<file path="src/rtl/axi_lite_timeout_guard_if.sv">
// AXI-Lite bundle used on both sides of the timeout guard.
// "master" drives requests and response-ready; "slave" drives request-ready and responses.
interface axi_lite_timeout_guard_if #(
  parameter int ADDR_WIDTH = 32,
  parameter int DATA_WIDTH = 32
);
  logic                    awvalid;
  logic                    awready;
  logic [ADDR_WIDTH-1:0]   awaddr;
  logic                    wvalid;
  logic                    wready;
  logic [DATA_WIDTH-1:0]   wdata;
  logic [DATA_WIDTH/8-1:0] wstrb;
  logic                    bvalid;
  logic                    bready;
  logic [1:0]              bresp;
  logic                    arvalid;
  logic                    arready;
  logic [ADDR_WIDTH-1:0]   araddr;
  logic                    rvalid;
  logic                    rready;
  logic [DATA_WIDTH-1:0]   rdata;
  logic [1:0]              rresp;

  modport master (
    output awvalid, awaddr, wvalid, wdata, wstrb, bready, arvalid, araddr, rready,
    input  awready, wready, bvalid, bresp, arready, rvalid, rdata, rresp
  );

  modport slave (
    input  awvalid, awaddr, wvalid, wdata, wstrb, bready, arvalid, araddr, rready,
    output awready, wready, bvalid, bresp, arready, rvalid, rdata, rresp
  );
endinterface

</file>
<file path="src/rtl/axi_lite_timeout_guard.sv">
// AXI-Lite guard: one outstanding write and one outstanding read, DECERR for out-of-window
// addresses and SLVERR when a forwarded access gets no response within TIMEOUT_CYCLES.
module axi_lite_timeout_guard #(
  parameter int                    ADDR_WIDTH     = 32,
  parameter int                    DATA_WIDTH     = 32,
  parameter logic [ADDR_WIDTH-1:0] ADDR_LO        = 'h0000_0000,
  parameter logic [ADDR_WIDTH-1:0] ADDR_HI        = 'h00FF_FFFF,
  parameter int                    TIMEOUT_CYCLES = 1024,
  parameter logic [DATA_WIDTH-1:0] ERR_RDATA      = 'hDEAD_BEEF
) (
  input  logic                      CLK,
  input  logic                      reset_n,
  axi_lite_timeout_guard_if.slave   s,
  axi_lite_timeout_guard_if.master  m,
  output logic                      err_timeout,
  output logic                      err_decode,
  output logic [15:0]               timeout_cnt
);

  localparam int               CNT_W       = $clog2(TIMEOUT_CYCLES);
  localparam logic [CNT_W-1:0] CNT_LAST    = CNT_W'(TIMEOUT_CYCLES - 1);
  localparam logic [1:0]       RESP_SLVERR = 2'b10;
  localparam logic [1:0]       RESP_DECERR = 2'b11;

  typedef enum logic [1:0] {W_IDLE, W_ISSUE, W_RESP, W_DONE} w_state_e;
  typedef enum logic [1:0] {R_IDLE, R_ISSUE, R_RESP, R_DONE} r_state_e;

  // Unsigned wrap-around keeps this a single compare even when ADDR_LO is zero.
  function automatic logic in_range(input logic [ADDR_WIDTH-1:0] addr);
    return (addr - ADDR_LO) <= (ADDR_HI - ADDR_LO);
  endfunction

  w_state_e                w_state, w_next;
  logic [ADDR_WIDTH-1:0]   aw_addr_q;
  logic [DATA_WIDTH-1:0]   w_data_q;
  logic [DATA_WIDTH/8-1:0] w_strb_q;
  logic                    aw_sent, w_sent;
  logic [CNT_W-1:0]        w_cnt;
  logic [1:0]              bresp_q;
  logic                    w_accept, w_decerr, w_timeout, w_resp_hit;

  r_state_e                r_state, r_next;
  logic [ADDR_WIDTH-1:0]   ar_addr_q;
  logic                    ar_sent;
  logic [CNT_W-1:0]        r_cnt;
  logic [DATA_WIDTH-1:0]   rdata_q;
  logic [1:0]              rresp_q;
  logic                    r_accept, r_decerr, r_timeout, r_resp_hit;

  logic [16:0]             timeout_sum;

  // Responses are always sunk so a stray or late reply can never stall the interconnect.
  assign m.bready = 1'b1;
  assign m.rready = 1'b1;

  assign m.awaddr  = aw_addr_q;
  assign m.wdata   = w_data_q;
  assign m.wstrb   = w_strb_q;
  assign m.araddr  = ar_addr_q;
  assign s.bresp   = bresp_q;
  assign s.rdata   = rdata_q;
  assign s.rresp   = rresp_q;

  // NOTE: sequential state uses non-blocking assignments so every flop samples pre-edge values.
  always_ff @(posedge CLK or negedge reset_n) begin
    if (!reset_n) begin
      w_state <= W_IDLE;
      r_state <= R_IDLE;
    end else begin
      w_state <= w_next;
      r_state <= r_next;
    end
  end

  // NOTE: every combinational output gets a default first, so no path can infer a latch.
  always_comb begin
    w_next     = w_state;
    s.awready  = 1'b0;
    s.wready   = 1'b0;
    s.bvalid   = 1'b0;
    m.awvalid  = 1'b0;
    m.wvalid   = 1'b0;
    w_accept   = 1'b0;
    w_decerr   = 1'b0;
    w_timeout  = 1'b0;
    w_resp_hit = 1'b0;
    unique case (w_state)
      W_IDLE: begin
        s.awready = s.awvalid && s.wvalid;
        s.wready  = s.awvalid && s.wvalid;
        if (s.awvalid && s.wvalid) begin
          w_accept = 1'b1;
          if (in_range(s.awaddr)) begin
            w_next = W_ISSUE;
          end else begin
            w_decerr = 1'b1;
            w_next   = W_DONE;
          end
        end
      end
      W_ISSUE: begin
        m.awvalid = !aw_sent;
        m.wvalid  = !w_sent;
        // Dropping valid before ready on timeout is deliberate: it frees a dead slave.
        if (w_cnt == CNT_LAST) begin
          w_timeout = 1'b1;
          w_next    = W_DONE;
        end else if ((aw_sent || m.awready) && (w_sent || m.wready)) begin
          w_next = W_RESP;
        end
      end
      W_RESP: begin
        if (m.bvalid) begin
          w_resp_hit = 1'b1;
          w_next     = W_DONE;
        end else if (w_cnt == CNT_LAST) begin
          w_timeout = 1'b1;
          w_next    = W_DONE;
        end
      end
      W_DONE: begin
        s.bvalid = 1'b1;
        if (s.bready) w_next = W_IDLE;
      end
      default: w_next = W_IDLE;
    endcase
  end

  always_ff @(posedge CLK or negedge reset_n) begin
    if (!reset_n) begin
      aw_addr_q <= '0;
      w_data_q  <= '0;
      w_strb_q  <= '0;
      aw_sent   <= 1'b0;
      w_sent    <= 1'b0;
      w_cnt     <= '0;
      bresp_q   <= 2'b00;
    end else begin
      if (w_accept) begin
        aw_addr_q <= s.awaddr;
        w_data_q  <= s.wdata;
        w_strb_q  <= s.wstrb;
        aw_sent   <= 1'b0;
        w_sent    <= 1'b0;
        w_cnt     <= '0;
      end
      if (w_state == W_ISSUE || w_state == W_RESP) w_cnt <= w_cnt + CNT_W'(1);
      if (m.awvalid && m.awready) aw_sent <= 1'b1;
      if (m.wvalid && m.wready)   w_sent  <= 1'b1;
      if (w_decerr)   bresp_q <= RESP_DECERR;
      if (w_timeout)  bresp_q <= RESP_SLVERR;
      if (w_resp_hit) bresp_q <= m.bresp;
    end
  end

  always_comb begin
    r_next     = r_state;
    s.arready  = 1'b0;
    s.rvalid   = 1'b0;
    m.arvalid  = 1'b0;
    r_accept   = 1'b0;
    r_decerr   = 1'b0;
    r_timeout  = 1'b0;
    r_resp_hit = 1'b0;
    unique case (r_state)
      R_IDLE: begin
        s.arready = s.arvalid;
        if (s.arvalid) begin
          r_accept = 1'b1;
          if (in_range(s.araddr)) begin
            r_next = R_ISSUE;
          end else begin
            r_decerr = 1'b1;
            r_next   = R_DONE;
          end
        end
      end
      R_ISSUE: begin
        m.arvalid = !ar_sent;
        if (r_cnt == CNT_LAST) begin
          r_timeout = 1'b1;
          r_next    = R_DONE;
        end else if (ar_sent || m.arready) begin
          r_next = R_RESP;
        end
      end
      R_RESP: begin
        if (m.rvalid) begin
          r_resp_hit = 1'b1;
          r_next     = R_DONE;
        end else if (r_cnt == CNT_LAST) begin
          r_timeout = 1'b1;
          r_next    = R_DONE;
        end
      end
      R_DONE: begin
        s.rvalid = 1'b1;
        if (s.rready) r_next = R_IDLE;
      end
      default: r_next = R_IDLE;
    endcase
  end

  always_ff @(posedge CLK or negedge reset_n) begin
    if (!reset_n) begin
      ar_addr_q <= '0;
      ar_sent   <= 1'b0;
      r_cnt     <= '0;
      rdata_q   <= '0;
      rresp_q   <= 2'b00;
    end else begin
      if (r_accept) begin
        ar_addr_q <= s.araddr;
        ar_sent   <= 1'b0;
        r_cnt     <= '0;
      end
      if (r_state == R_ISSUE || r_state == R_RESP) r_cnt <= r_cnt + CNT_W'(1);
      if (m.arvalid && m.arready) ar_sent <= 1'b1;
      if (r_decerr) begin
        rdata_q <= ERR_RDATA;
        rresp_q <= RESP_DECERR;
      end
      if (r_timeout) begin
        rdata_q <= ERR_RDATA;
        rresp_q <= RESP_SLVERR;
      end
      if (r_resp_hit) begin
        rdata_q <= m.rdata;
        rresp_q <= m.rresp;
      end
    end
  end

  // Both paths can time out on the same edge, so the counter may step by two.
  always_comb begin
    timeout_sum = {1'b0, timeout_cnt} + 17'(w_timeout) + 17'(r_timeout);
  end

  always_ff @(posedge CLK or negedge reset_n) begin
    if (!reset_n) begin
      err_timeout <= 1'b0;
      err_decode  <= 1'b0;
      timeout_cnt <= 16'h0000;
    end else begin
      err_timeout <= w_timeout || r_timeout;
      err_decode  <= w_decerr || r_decerr;
      timeout_cnt <= timeout_sum[16] ? 16'hFFFF : timeout_sum[15:0];
    end
  end

endmodule

</file>
<file path="src/flat_wrapper.sv">
// flat-port wrapper written by rule: the top's interface ports become plain ports
module axi_lite_timeout_guard_flat 
#(
  parameter int                    ADDR_WIDTH     = 32,
  parameter int                    DATA_WIDTH     = 32,
  parameter logic [ADDR_WIDTH-1:0] ADDR_LO        = 'h0000_0000,
  parameter logic [ADDR_WIDTH-1:0] ADDR_HI        = 'h00FF_FFFF,
  parameter int                    TIMEOUT_CYCLES = 1024,
  parameter logic [DATA_WIDTH-1:0] ERR_RDATA      = 'hDEAD_BEEF
)
  (CLK, reset_n, err_timeout, err_decode, timeout_cnt, s_awvalid, s_awaddr, s_wvalid, s_wdata, s_wstrb, s_bready, s_arvalid, s_araddr, s_rready, s_awready, s_wready, s_bvalid, s_bresp, s_arready, s_rvalid, s_rdata, s_rresp, m_awvalid, m_awaddr, m_wvalid, m_wdata, m_wstrb, m_bready, m_arvalid, m_araddr, m_rready, m_awready, m_wready, m_bvalid, m_bresp, m_arready, m_rvalid, m_rdata, m_rresp);
  axi_lite_timeout_guard_if #(.ADDR_WIDTH(ADDR_WIDTH), .DATA_WIDTH(DATA_WIDTH)) s_i ();
  axi_lite_timeout_guard_if #(.ADDR_WIDTH(ADDR_WIDTH), .DATA_WIDTH(DATA_WIDTH)) m_i ();
  input  logic CLK;
  input  logic reset_n;
  output logic err_timeout;
  output logic err_decode;
  output logic [15:0] timeout_cnt;
  input wire logic [$bits(s_i.awvalid)-1:0] s_awvalid;
  input wire logic [$bits(s_i.awaddr)-1:0] s_awaddr;
  input wire logic [$bits(s_i.wvalid)-1:0] s_wvalid;
  input wire logic [$bits(s_i.wdata)-1:0] s_wdata;
  input wire logic [$bits(s_i.wstrb)-1:0] s_wstrb;
  input wire logic [$bits(s_i.bready)-1:0] s_bready;
  input wire logic [$bits(s_i.arvalid)-1:0] s_arvalid;
  input wire logic [$bits(s_i.araddr)-1:0] s_araddr;
  input wire logic [$bits(s_i.rready)-1:0] s_rready;
  output wire logic [$bits(s_i.awready)-1:0] s_awready;
  output wire logic [$bits(s_i.wready)-1:0] s_wready;
  output wire logic [$bits(s_i.bvalid)-1:0] s_bvalid;
  output wire logic [$bits(s_i.bresp)-1:0] s_bresp;
  output wire logic [$bits(s_i.arready)-1:0] s_arready;
  output wire logic [$bits(s_i.rvalid)-1:0] s_rvalid;
  output wire logic [$bits(s_i.rdata)-1:0] s_rdata;
  output wire logic [$bits(s_i.rresp)-1:0] s_rresp;
  output wire logic [$bits(m_i.awvalid)-1:0] m_awvalid;
  output wire logic [$bits(m_i.awaddr)-1:0] m_awaddr;
  output wire logic [$bits(m_i.wvalid)-1:0] m_wvalid;
  output wire logic [$bits(m_i.wdata)-1:0] m_wdata;
  output wire logic [$bits(m_i.wstrb)-1:0] m_wstrb;
  output wire logic [$bits(m_i.bready)-1:0] m_bready;
  output wire logic [$bits(m_i.arvalid)-1:0] m_arvalid;
  output wire logic [$bits(m_i.araddr)-1:0] m_araddr;
  output wire logic [$bits(m_i.rready)-1:0] m_rready;
  input wire logic [$bits(m_i.awready)-1:0] m_awready;
  input wire logic [$bits(m_i.wready)-1:0] m_wready;
  input wire logic [$bits(m_i.bvalid)-1:0] m_bvalid;
  input wire logic [$bits(m_i.bresp)-1:0] m_bresp;
  input wire logic [$bits(m_i.arready)-1:0] m_arready;
  input wire logic [$bits(m_i.rvalid)-1:0] m_rvalid;
  input wire logic [$bits(m_i.rdata)-1:0] m_rdata;
  input wire logic [$bits(m_i.rresp)-1:0] m_rresp;
  assign s_i.awvalid = s_awvalid;
  assign s_i.awaddr = s_awaddr;
  assign s_i.wvalid = s_wvalid;
  assign s_i.wdata = s_wdata;
  assign s_i.wstrb = s_wstrb;
  assign s_i.bready = s_bready;
  assign s_i.arvalid = s_arvalid;
  assign s_i.araddr = s_araddr;
  assign s_i.rready = s_rready;
  assign s_awready = s_i.awready;
  assign s_wready = s_i.wready;
  assign s_bvalid = s_i.bvalid;
  assign s_bresp = s_i.bresp;
  assign s_arready = s_i.arready;
  assign s_rvalid = s_i.rvalid;
  assign s_rdata = s_i.rdata;
  assign s_rresp = s_i.rresp;
  assign m_awvalid = m_i.awvalid;
  assign m_awaddr = m_i.awaddr;
  assign m_wvalid = m_i.wvalid;
  assign m_wdata = m_i.wdata;
  assign m_wstrb = m_i.wstrb;
  assign m_bready = m_i.bready;
  assign m_arvalid = m_i.arvalid;
  assign m_araddr = m_i.araddr;
  assign m_rready = m_i.rready;
  assign m_i.awready = m_awready;
  assign m_i.wready = m_wready;
  assign m_i.bvalid = m_bvalid;
  assign m_i.bresp = m_bresp;
  assign m_i.arready = m_arready;
  assign m_i.rvalid = m_rvalid;
  assign m_i.rdata = m_rdata;
  assign m_i.rresp = m_rresp;
  axi_lite_timeout_guard #(.ADDR_WIDTH(ADDR_WIDTH), .DATA_WIDTH(DATA_WIDTH), .ADDR_LO(ADDR_LO), .ADDR_HI(ADDR_HI), .TIMEOUT_CYCLES(TIMEOUT_CYCLES), .ERR_RDATA(ERR_RDATA)) u_core (.CLK(CLK), .reset_n(reset_n), .s(s_i), .m(m_i), .err_timeout(err_timeout), .err_decode(err_decode), .timeout_cnt(timeout_cnt));
endmodule
</file>
<file path="config.mk">
export PLATFORM = sky130hd
export DESIGN_NAME = axi_lite_timeout_guard_flat
export DESIGN_NICKNAME = d
export VERILOG_FILES = /design/src/rtl/axi_lite_timeout_guard_if.sv /design/src/rtl/axi_lite_timeout_guard.sv /design/src/flat_wrapper.sv
export SDC_FILE = /design/constraint.sdc
export NUM_CORES = 1
export LEC_CHECK = 0
export BUFFER_PORTS_ARGS = -buffer_cell sky130_fd_sc_hd__buf_2
export CAP_MARGIN = 0
export CORE_MARGIN = 2
export CORE_UTILIZATION = 50
export CTS_BUF_LIST = sky130_fd_sc_hd__clkbuf_4 sky130_fd_sc_hd__clkbuf_8
export DETAILED_ROUTE_END_ITERATION = 10
export MAX_ROUTING_LAYER = met4
export PLACE_DENSITY = 0.83
export SYNTH_ARGS = -nofsm -noshare
export SYNTH_HDL_FRONTEND = slang
export SYNTH_SLANG_ARGS = --single-unit
</file>
<file path="constraint.sdc">
create_clock -name CLK -period 3.5 [get_ports CLK]
set_clock_uncertainty 0.1 [all_clocks]
set_input_delay 0.525 -clock CLK [delete_from_list [all_inputs] [get_ports CLK]]
set_output_delay 0.525 -clock CLK [all_outputs]
set_load 0.05 [all_outputs]
</file>
==> summary.txt, run 1 <==
H-Tree Depth - 4
nets - 1180
Seq cells post-synth - 181
Final min period - 3090 ps
Setup TNS - 0 ps
cell count after placement - 1185
hold slack - 11.3 ps
Die ar. - 16100 um2
Die Wd - 127 um
Post-synth ARST share - 1.00
clock sink total - 181
wire per inst - 15.5 um
number of synthesized flops with an enable pin - 0
placer congestion estimate - 0.885
vias post-DR - 6216
yosys warns - 0
leading area contributor after synthesis - dfrtp_1
Power Dens Cells - 1100 nW/um2
Syn Inst Count - 712
Seq/Total Area, Yosys - 0.598
Syn-to-layout area delta - 28.8%
crit path to - s_wready
Worst slew margin - 0.454
PostCTS Resize Cnt - 0
Vias/cell - 5.11
unrepaired setup endpoints after global routing - no
final WL - 18900 um
slowest stage delay, CP - 440 ps
Root Buffer - clkbuf_8
gr ovfl total - 0
R2R depth - 11
Yosys cell types - 49
ys flop type - dfrtp_1
Lkg Pwr - 5.17 nW
first-pass GRT wire length - 29900 um
CP required - 2870 ps
FF/Latch Area - 4530 um2
Setup Buffers After CTS - 0
Hold Path Class - primary input to asynchronous set/reset pin
initial antenna violation count - 0
IO buf count - 309
Post-route DRC - 0
Peak VDD IR - 0.000665 V
drt first pass iters - 4
Max-cap violations - 0
initial core utilization - 0.517
antenna diode count - 0
footprint of the multi-input gates - 2850 um2
antenna-violating nets left - 0
Worst R2R Setup Slack - 450 ps
worst-margin pin slew - 819 ps
Max Transition Viols Final - 0
CTS clk-pin slew, worst paths - 90 ps
syn avg cell area - 10.6 um2
Final Cycle Share - 0.883
Mapped Area - 7570 um2
crit path max fanout - 24
highest clock rate - 323 MHz
CTS tree - done
Setup crit start kind - flip-flop
Final Hold Viols - 0
crit path from - u_core.w_state[0]
CP Class - flip-flop to output port
Post-Layout Cell Count - 1217
Rows - 44
IO Count - 312
status - finished, final reports clean
vias in the first global route - 6148
# fillers - 1150
crit path cell chain - inv_1, ha_1, nand3_2, inv_2, buf_2
crit end category - output port
Vert. Die Dim - 127 um
launching point of the worst reg2reg path - u_core.w_cnt[0]
drt initial violations - 267
TritonCTS buffer count - 17
final setup fails - 0
pin count of the biggest net entering global routing - 90
top cells by area, synth - dfrtp_1, nand2_1, mux2_2, o22a_2, ha_1
hold bufs inserted after CTS - 0
WP data arrival - 2470 ps
Post-DP HPWL - 14000 um
Clock Path Buffers - 2
Clock Latency Late Sink - 450 ps
Total GRT Usage - 0.240
area share of the largest cell type after synthesis - 0.598
reg2reg end - u_core.timeout_cnt[6]
CP max stage cell - dfrtp_1
proportion of layout cells with a drive suffix above 1 - 0.410
Core Region - 14600 um2
## cells in the mapped netlist (5+ instances only)
library cell,n
nand2_1,247
dfrtp_1,181
mux2_2,34
o22a_2,25
o21ai_0,21
clkbuf_1,19
nor2_1,15
nand3_1,12
xnor2_1,12
a22o_1,11
ha_1,11
inv_1,11
nor3_1,9
buf_1,8
nand4_1,8
nor2b_1,8
mux2i_1,7
nand2b_1,7
nor4_1,6
a31oi_1,5
o21a_1,5
## worst max-delay path, delay by kind of cell, from the launching register on
| kind | cells | cell delay, ps |
|---|---|---|
| fa+ha+maj | 1 | 260 |
| flops | 1 | 440 |
| simple gates | 1 | 440 |
| buf+inv | 3 | 860 |
## layer usage
layer / share of wire / wire, um / up-vias / track usage
met4: 0.017 / 316 / 0 / 0.0698
li1: - / - / 3010 / -
met1: 0.41 / 7840 / 2944 / 0.290
met2: 0.50 / 9520 / 236 / 0.406
met3: 0.066 / 1250 / 26 / 0.0561
met5: 0 / 0 / - / -
## cell families (layout without fill, tap and decap cells)
kind of cell / count (synthesis) / in the layout / share of synthesized area
simple gates: 327 / 327 / 0.183
fa+ha+maj: 12 / 12 / 0.0208
buf+inv: 45 / 365 / 0.0260
other cells: 1 / 2 / 0.000495
flops: 181 / 181 / 0.598
mux: 41 / 41 / 0.0598
xor+xnor: 15 / 15 / 0.0174
compound gates: 90 / 90 / 0.0941
## state kept, by name (all words and copies together), names as in the netlist, 4 cells and up
| signal | count |
|---|---|
| u_core.m.wdata | 32 |
| u_core.w_cnt | 10 |
| u_core.m.araddr | 32 |
| u_core.s.rdata | 32 |
| u_core.r_cnt | 10 |
| u_core.m.wstrb | 4 |
| u_core.timeout_cnt | 16 |
| u_core.m.awaddr | 32 |
## metrics by stage
stage / setup WS (ps) / total power, mW / instance area [um2] / util
finish: 409 / 10.7 / 9750 / 0.666
global route: 110 / 11.3 / 9750 / 0.666
CTS: 369 / 10.8 / 9750 / 0.666
detailed placement: 401 / 9.20 / 9310 / 0.636
global placement: 528 / 9.06 / 9310 / 0.636
floorplan: 773 / 7.78 / 7570 / -
## worst min-delay path by stage
stage | cells after the start | endpoint | start
5_1_grt | 1 | u_core.m.araddr[23] | reset_n
3_3_place_gp | 2 | u_core.m.wdata[3] | u_core.m.wdata[3]
6_report | 1 | u_core.m.araddr[23] | reset_n
2_1_floorplan | 0 | u_core.ar_sent | reset_n
3_5_place_dp | 2 | u_core.m.wdata[2] | u_core.m.wdata[2]
4_1_cts | 1 | u_core.m.araddr[23] | reset_n
## cells in the final DEF (no fill, tap or decap), types with 7 or more instances in the layout
cell / n
o22a_2: 25
nand3_1: 11
nor2b_1: 8
o21ai_0: 21
mux2_2: 34
nand2_1: 246
dfrtp_1: 181
xnor2_1: 12
nand2b_1: 7
nor3_1: 9
ha_1: 11
clkbuf_8: 17
nand4_1: 8
buf_2: 308
inv_1: 11
a22o_1: 11
buf_4: 11
mux2i_1: 7
nor2_1: 15
## power breakdown
group          internal (mW)  leakage (nW)  total [mW]  switching (mW)
logic                   1.47          2.74        5.66            4.19
clock network          0.792         0.210        1.54           0.752
registers               2.97          2.23        3.48           0.509
## cell type report
type,count,area share
Tap cell,184,0.0236
Clock buffer,18,0.0248
Inverter,12,0.00462
Clock inverter,14,0.0200
Multi-Input combinational cell,487,0.293
Sequential cell,181,0.465
Timing Repair Buffer,321,0.170
No activity file was read; power rests on OpenSTA's default activity.
==> inputs of run 2 (changes only) <==
--- a/config.mk
+++ b/config.mk
@@ -7,6 +7,7 @@
 export LEC_CHECK = 0
 export BUFFER_PORTS_ARGS = -buffer_cell sky130_fd_sc_hd__buf_2
 export CAP_MARGIN = 0
+export CORE_ASPECT_RATIO = 1.25
 export CORE_MARGIN = 2
 export CORE_UTILIZATION = 50
 export CTS_BUF_LIST = sky130_fd_sc_hd__clkbuf_4 sky130_fd_sc_hd__clkbuf_8
==> summary.txt, run 2 (same netlist as run 1, synthesis figures left out) <==
cell count after placement - 1181 (-0.34%)
Setup TNS - 0 ps (unchanged)
footprint of the multi-input gates - 2850 um2 (unchanged)
Worst slew margin - 0.447 (-0.00674)
vias post-DR - 6333 (+1.9%)
crit path max fanout - 13 (-46%)
pin count of the biggest net entering global routing - 83 (-7.8%)
top sig layer - met4
Clock Latency Late Sink - 450 ps (about the same)
proportion of layout cells with a drive suffix above 1 - 0.408 (-0.00269)
nets - 1178 (-0.17%)
met3 WL - 1050 um (-16%)
crit end category - flip-flop
CP Class - flip-flop to flip-flop
initial antenna violation count - 1 (+1)
Vert. Die Dim - 142 um (+11%)
first-pass GRT wire length - 30100 um (+0.88%)
Final min period - 3170 ps (+75.1 ps)
status - finished, violations left
Post-route DRC - 0 (unchanged)
Die ar. - 16100 um2 (about the same)
Metal-1 WL - 7710 um (-1.7%)
Setup Buffers After CTS - 0 (unchanged)
R2R depth - 11 (unchanged)
Final WS setup - 333 ps (-75.1 ps)
IO buf count - 309 (unchanged)
wire per inst - 16.1 um (+3.4%)
IO Count - 312 (unchanged)
pre-CTS setup slack - 404 ps (+3.12 ps)
drt initial violations - 310 (+16%)
Worst R2R Setup Slack - 330 ps (-120 ps)
Clock Path Buffers - 2 (unchanged)
placer congestion estimate - 0.843 (-4.8%)
crit path cell chain - ha_1, and4_1, o21a_1, nand4_1, inv_1, fa_1, ha_1, nand3_1, nor2_1, nand3_1, nand2b_1
highest clock rate - 316 MHz (-2.4%)
Lkg Pwr - 5.17 nW (-0.12%)
final setup fails - 0 (unchanged)
Die Wd - 114 um (-10%)
hold slack - -7.07 ps (-18.4 ps)
Post-DP HPWL - 14400 um (+2.6%)
slowest stage delay, CP - 420 ps (-20 ps)
# fillers - 1167 (+1.5%)
CP delay by family, top - simple AND/OR/NAND/NOR gates
Total GRT Usage - 0.245 (+0.00471)
launching point of the worst reg2reg path - u_core.w_cnt[0]
Max Transition Viols Final - 0 (unchanged)
met2 WL - 10000 um (+5.4%)
Final Cycle Share - 0.905 (+0.0215)
Peak VDD IR - 0.000747 V (+12%)
drt first pass iters - 4 (unchanged)
reg2reg end - u_core.timeout_cnt[1]
hold bufs inserted after CTS - 0 (unchanged)
CTS clk-pin slew, worst paths - 100 ps (about the same)
gr ovfl total - 0 (unchanged)
Rows - 50 (+14%)
Power Dens Cells - 1100 nW/um2 (+0.36%)
FF/Latch Area - 4530 um2 (unchanged)
Syn-to-layout area delta - 28.5%
CTS tree - done
Hold Path Class - primary input to asynchronous set/reset pin
Max-cap violations - 0 (unchanged)
CP bufs+invs - 1 (-2)
Core Region - 14900 um2 (+1.7%)
commonest non-fill, non-tap cell in the layout - buf_2
Root Buffer - clkbuf_8
initial core utilization - 0.508 (-0.00851)
Vias/cell - 5.22 (+2.2%)
clock sink total - 181 (unchanged)
final WL - 19500 um (+3.0%)
CP required - 3770 ps (+900 ps)
H-Tree Depth - 4 (unchanged)
unrepaired setup endpoints after global routing - no
WP data arrival - 3440 ps (+970 ps)
worst-margin pin slew - 829 ps (+10.1 ps)
Setup crit start kind - flip-flop
Final Hold Viols - 13 (+13)
most frequent cells in the layout - buf_2, nand2_1, dfrtp_1, mux2_2, o22a_2
antenna-violating nets left - 0 (unchanged)
CP max stage cell - dfrtp_1
TritonCTS buffer count - 17 (unchanged)
Post-Layout Cell Count - 1213 (-0.33%)
vias in the first global route - 6148 (unchanged)
failing checks - hold timing
PostCTS Resize Cnt - 0 (unchanged)
[run 2: stage by stage]
step                total power [mW]  utilization  cell area, um2
floorplan                       7.78            -            7570
global placement                9.07        0.624            9300
detailed placement              9.20        0.624            9300
CTS                             10.7        0.653            9720
global route                    11.2        0.653            9730
finish                          10.7        0.653            9730
[run 2: area by class of cell]
cell class                      instances  area share
Tap cell                              182      0.0234
Antenna cell                            1    0.000257
Timing Repair Buffer                  319       0.169
Clock inverter                         12      0.0183
Inverter                               12     0.00463
Sequential cell                       181       0.466
Multi-Input combinational cell        487       0.293
Clock buffer                           19      0.0256
[run 2: where the power goes]
group          total, mW  switching, mW  internal (mW)
registers           3.47          0.507           2.97
clock network       1.54          0.742          0.794
logic               5.68           4.21           1.47
[run 2: worst register-to-register path, cell delays in order, from the launching register on]
cell and delay [ps]:
dfrtp_1 420, ha_1 230, and4_1 300, o21a_1 150, nand4_1 200, inv_1 130, fa_1 240, ha_1 220
nand3_1 190, nor2_1 270, nand3_1 410, nand2b_1 240
[run 2: worst max path at each step]
| stage | slack, ps | startpoint | depth (start not counted) | end |
|---|---|---|---|---|
| global route | 30 | u_core.w_cnt[0] | 11 | u_core.timeout_cnt[1] |
| finish | 330 | u_core.w_cnt[0] | 11 | u_core.timeout_cnt[1] |
| floorplan | 770 | u_core.w_cnt[0] | 12 | u_core.timeout_cnt[13] |
| global placement | 510 | u_core.w_cnt[0] | 11 | u_core.timeout_cnt[6] |
| CTS | 360 | u_core.w_cnt[0] | 11 | u_core.timeout_cnt[1] |
| detailed placement | 400 | u_core.w_cnt[0] | 11 | u_core.timeout_cnt[1] |
[run 2: metal layers]
layer | vias up | GRT usage
li1 | 2997 | -
met1 | 3025 | 0.279
met2 | 259 | 0.414
met3 | 52 | 0.0577
met4 | 0 | 0.101
met5 | - | -
==> inputs of run 3 (changes only) <==
--- a/config.mk
+++ b/config.mk
@@ -12,7 +12,7 @@
 export CORE_UTILIZATION = 50
 export CTS_BUF_LIST = sky130_fd_sc_hd__clkbuf_4 sky130_fd_sc_hd__clkbuf_8
 export DETAILED_ROUTE_END_ITERATION = 10
-export MAX_ROUTING_LAYER = met4
+export GPL_TIMING_DRIVEN = 0
 export PLACE_DENSITY = 0.83
 export SYNTH_ARGS = -nofsm -noshare
 export SYNTH_HDL_FRONTEND = slang
==> summary.txt, run 3 (same netlist as run 1, synthesis figures left out) <==
first-pass GRT wire length - 32000 um (+6.2%)
CP required - 3790 ps (+20 ps)
IO Count - 312 (unchanged)
H-Tree Depth - 4 (unchanged)
placer congestion estimate - 0.825 (-2.1%)
proportion of layout cells with a drive suffix above 1 - 0.396 (-0.0121)
hold slack - 147 ps (+154 ps)
Die Wd - 114 um (unchanged)
Total Power - 10.7 mW (-0.36%)
Root Buffer - clkbuf_8
vias post-DR - 6434 (+1.6%)
nets - 1202 (+2.0%)
initial antenna violation count - 1 (unchanged)
CTS tree - done
pin count of the biggest net entering global routing - 113 (+36%)
Core Region - 14900 um2 (unchanged)
Post-Layout Cell Count - 1237 (+2.0%)
crit end category - flip-flop
Die ar. - 16100 um2 (unchanged)
final WL - 20000 um (+2.7%)
drt first pass iters - 5 (+1)
Max-cap violations - 0 (unchanged)
crit path max fanout - 10 (-3)
Vert. Die Dim - 142 um (unchanged)
TritonCTS buffer count - 17 (unchanged)
most frequent cells in the layout - buf_2, nand2_1, dfrtp_1, mux2_2, o22a_2
CTS clk-pin slew, worst paths - 90 ps (about the same)
Vias/cell - 5.20 (-0.38%)
drt initial violations - 312 (+0.65%)
antenna-violating nets left - 0 (unchanged)
vias in the first global route - 6551 (+6.6%)
Max Transition Viols Final - 0 (unchanged)
status - finished, final reports clean
cell count after placement - 1205 (+2.0%)
worst-margin pin slew - 666 ps (-163 ps)
WP data arrival - 3500 ps (+60 ps)
commonest non-fill, non-tap cell in the layout - buf_2
Rows - 50 (unchanged)
final setup fails - 0 (unchanged)
initial core utilization - 0.508 (unchanged)
Worst slew margin - 0.552 (+0.105)
CP Class - flip-flop to flip-flop
Post-route DRC - 0 (unchanged)
Lkg Pwr - 5.19 nW (+0.47%)
Setup crit start kind - flip-flop
wire per inst - 16.2 um (+0.68%)
Total GRT Usage - 0.251 (+0.00657)
Core Util, Final - 0.659 (+0.00588)
Clock Path Buffers - 2 (unchanged)
Post-DP HPWL - 15000 um (+4.6%)
highest clock rate - 312 MHz (-1.2%)
clock sink total - 181 (unchanged)
IO buf count - 309 (unchanged)
Final Cycle Share - 0.916 (+0.0110)
Power Dens Cells - 1090 nW/um2 (-1.2%)
Final Hold Viols - 0 (-13)
Final min period - 3210 ps (+38.6 ps)
Syn-to-layout area delta - 29.7%
Peak VDD IR - 0.000667 V (-11%)
unrepaired setup endpoints after global routing - no
gr ovfl total - 0 (unchanged)
Clock Latency Late Sink - 460 ps (about the same)
Hold Path Class - primary input to flip-flop
run 3: cell count changes in the layout (fill, tap and decap cells not counted), moves of 2 or more:
cell,previous run,this run
bufinv_16,4,2
buf_4,9,3
buf_1,0,8
clkinv_2,3,1
clkbuf_1,0,17
clkbuf_8,17,21
inv_6,3,0
clkinvlp_4,1,3
run 3: final timing paths:
path	start	to	slack, ps	depth (start not counted)
max	u_core.w_cnt[0]	u_core.timeout_cnt[10]	290	12
min	s_awaddr[3]	u_core.m.awaddr[3]	150	3
max reg2reg	u_core.w_cnt[0]	u_core.timeout_cnt[10]	290	12
min reg2reg	u_core.m.awaddr[22]	u_core.m.awaddr[22]	370	2
max in group asynchronous	reset_n	u_core.m.awaddr[0]	1880	3
min in group asynchronous	reset_n	u_core.m.araddr[11]	490	2
run 3: critical path, stage by stage, from the launching register on:
cell,delay (ps)
dfrtp_1,440
ha_1,240
and4_1,330
o21a_1,160
nand4_1,240
inv_1,150
fa_1,230
ha_1,230
nand3_1,200
nor2_1,260
nand3_1,210
clkbuf_2,240
nand2_1,100
run 3: what timing repair did:
action | in CTS | in global routing
pin swaps | 0 | 1
buffers inserted | 0 | 0
hold buffers | 1 | 0
endpoints found under the hold margin | 69 | 0
resized for setup | 1 | 3
setup endpoints to repair | 5 | 10
run 3: report_power, final:
part	internal (mW)	leakage, nW	switching [mW]
clock network	0.731	0.202	0.725
logic	1.49	2.76	4.22
registers	2.97	2.23	0.519
run 3: layout make-up:
type / instances / area [um2]
clock buffer: 24 / 312
sequential: 181 / 4530
inverter: 12 / 45.0
fill: 1190 / 5080
antenna: 1 / 2.50
tap: 182 / 228
buffer: 32 / 149
timing repair buffer: 311 / 1590
clock inverter: 7 / 96.3
multi-input combinational: 487 / 2860
run 3: through the flow:
step | worst slack (ps) | TNS, ps | cell area, um2
6_report | 295 | 0 | 9810
5_1_grt | 25.1 | 0 | 9810
2_1_floorplan | 773 | 0 | 7570
4_1_cts | 147 | 0 | 9810
3_5_place_dp | 54.1 | 0 | 9380
3_3_place_gp | -1040 | -184470 | 9350
run 3: per-layer routing:
metal  GRT usage  part of all wire
met3      0.0619             0.060
met5           0                 0
met1       0.287              0.38
met4      0.0944             0.022
met2       0.452              0.54
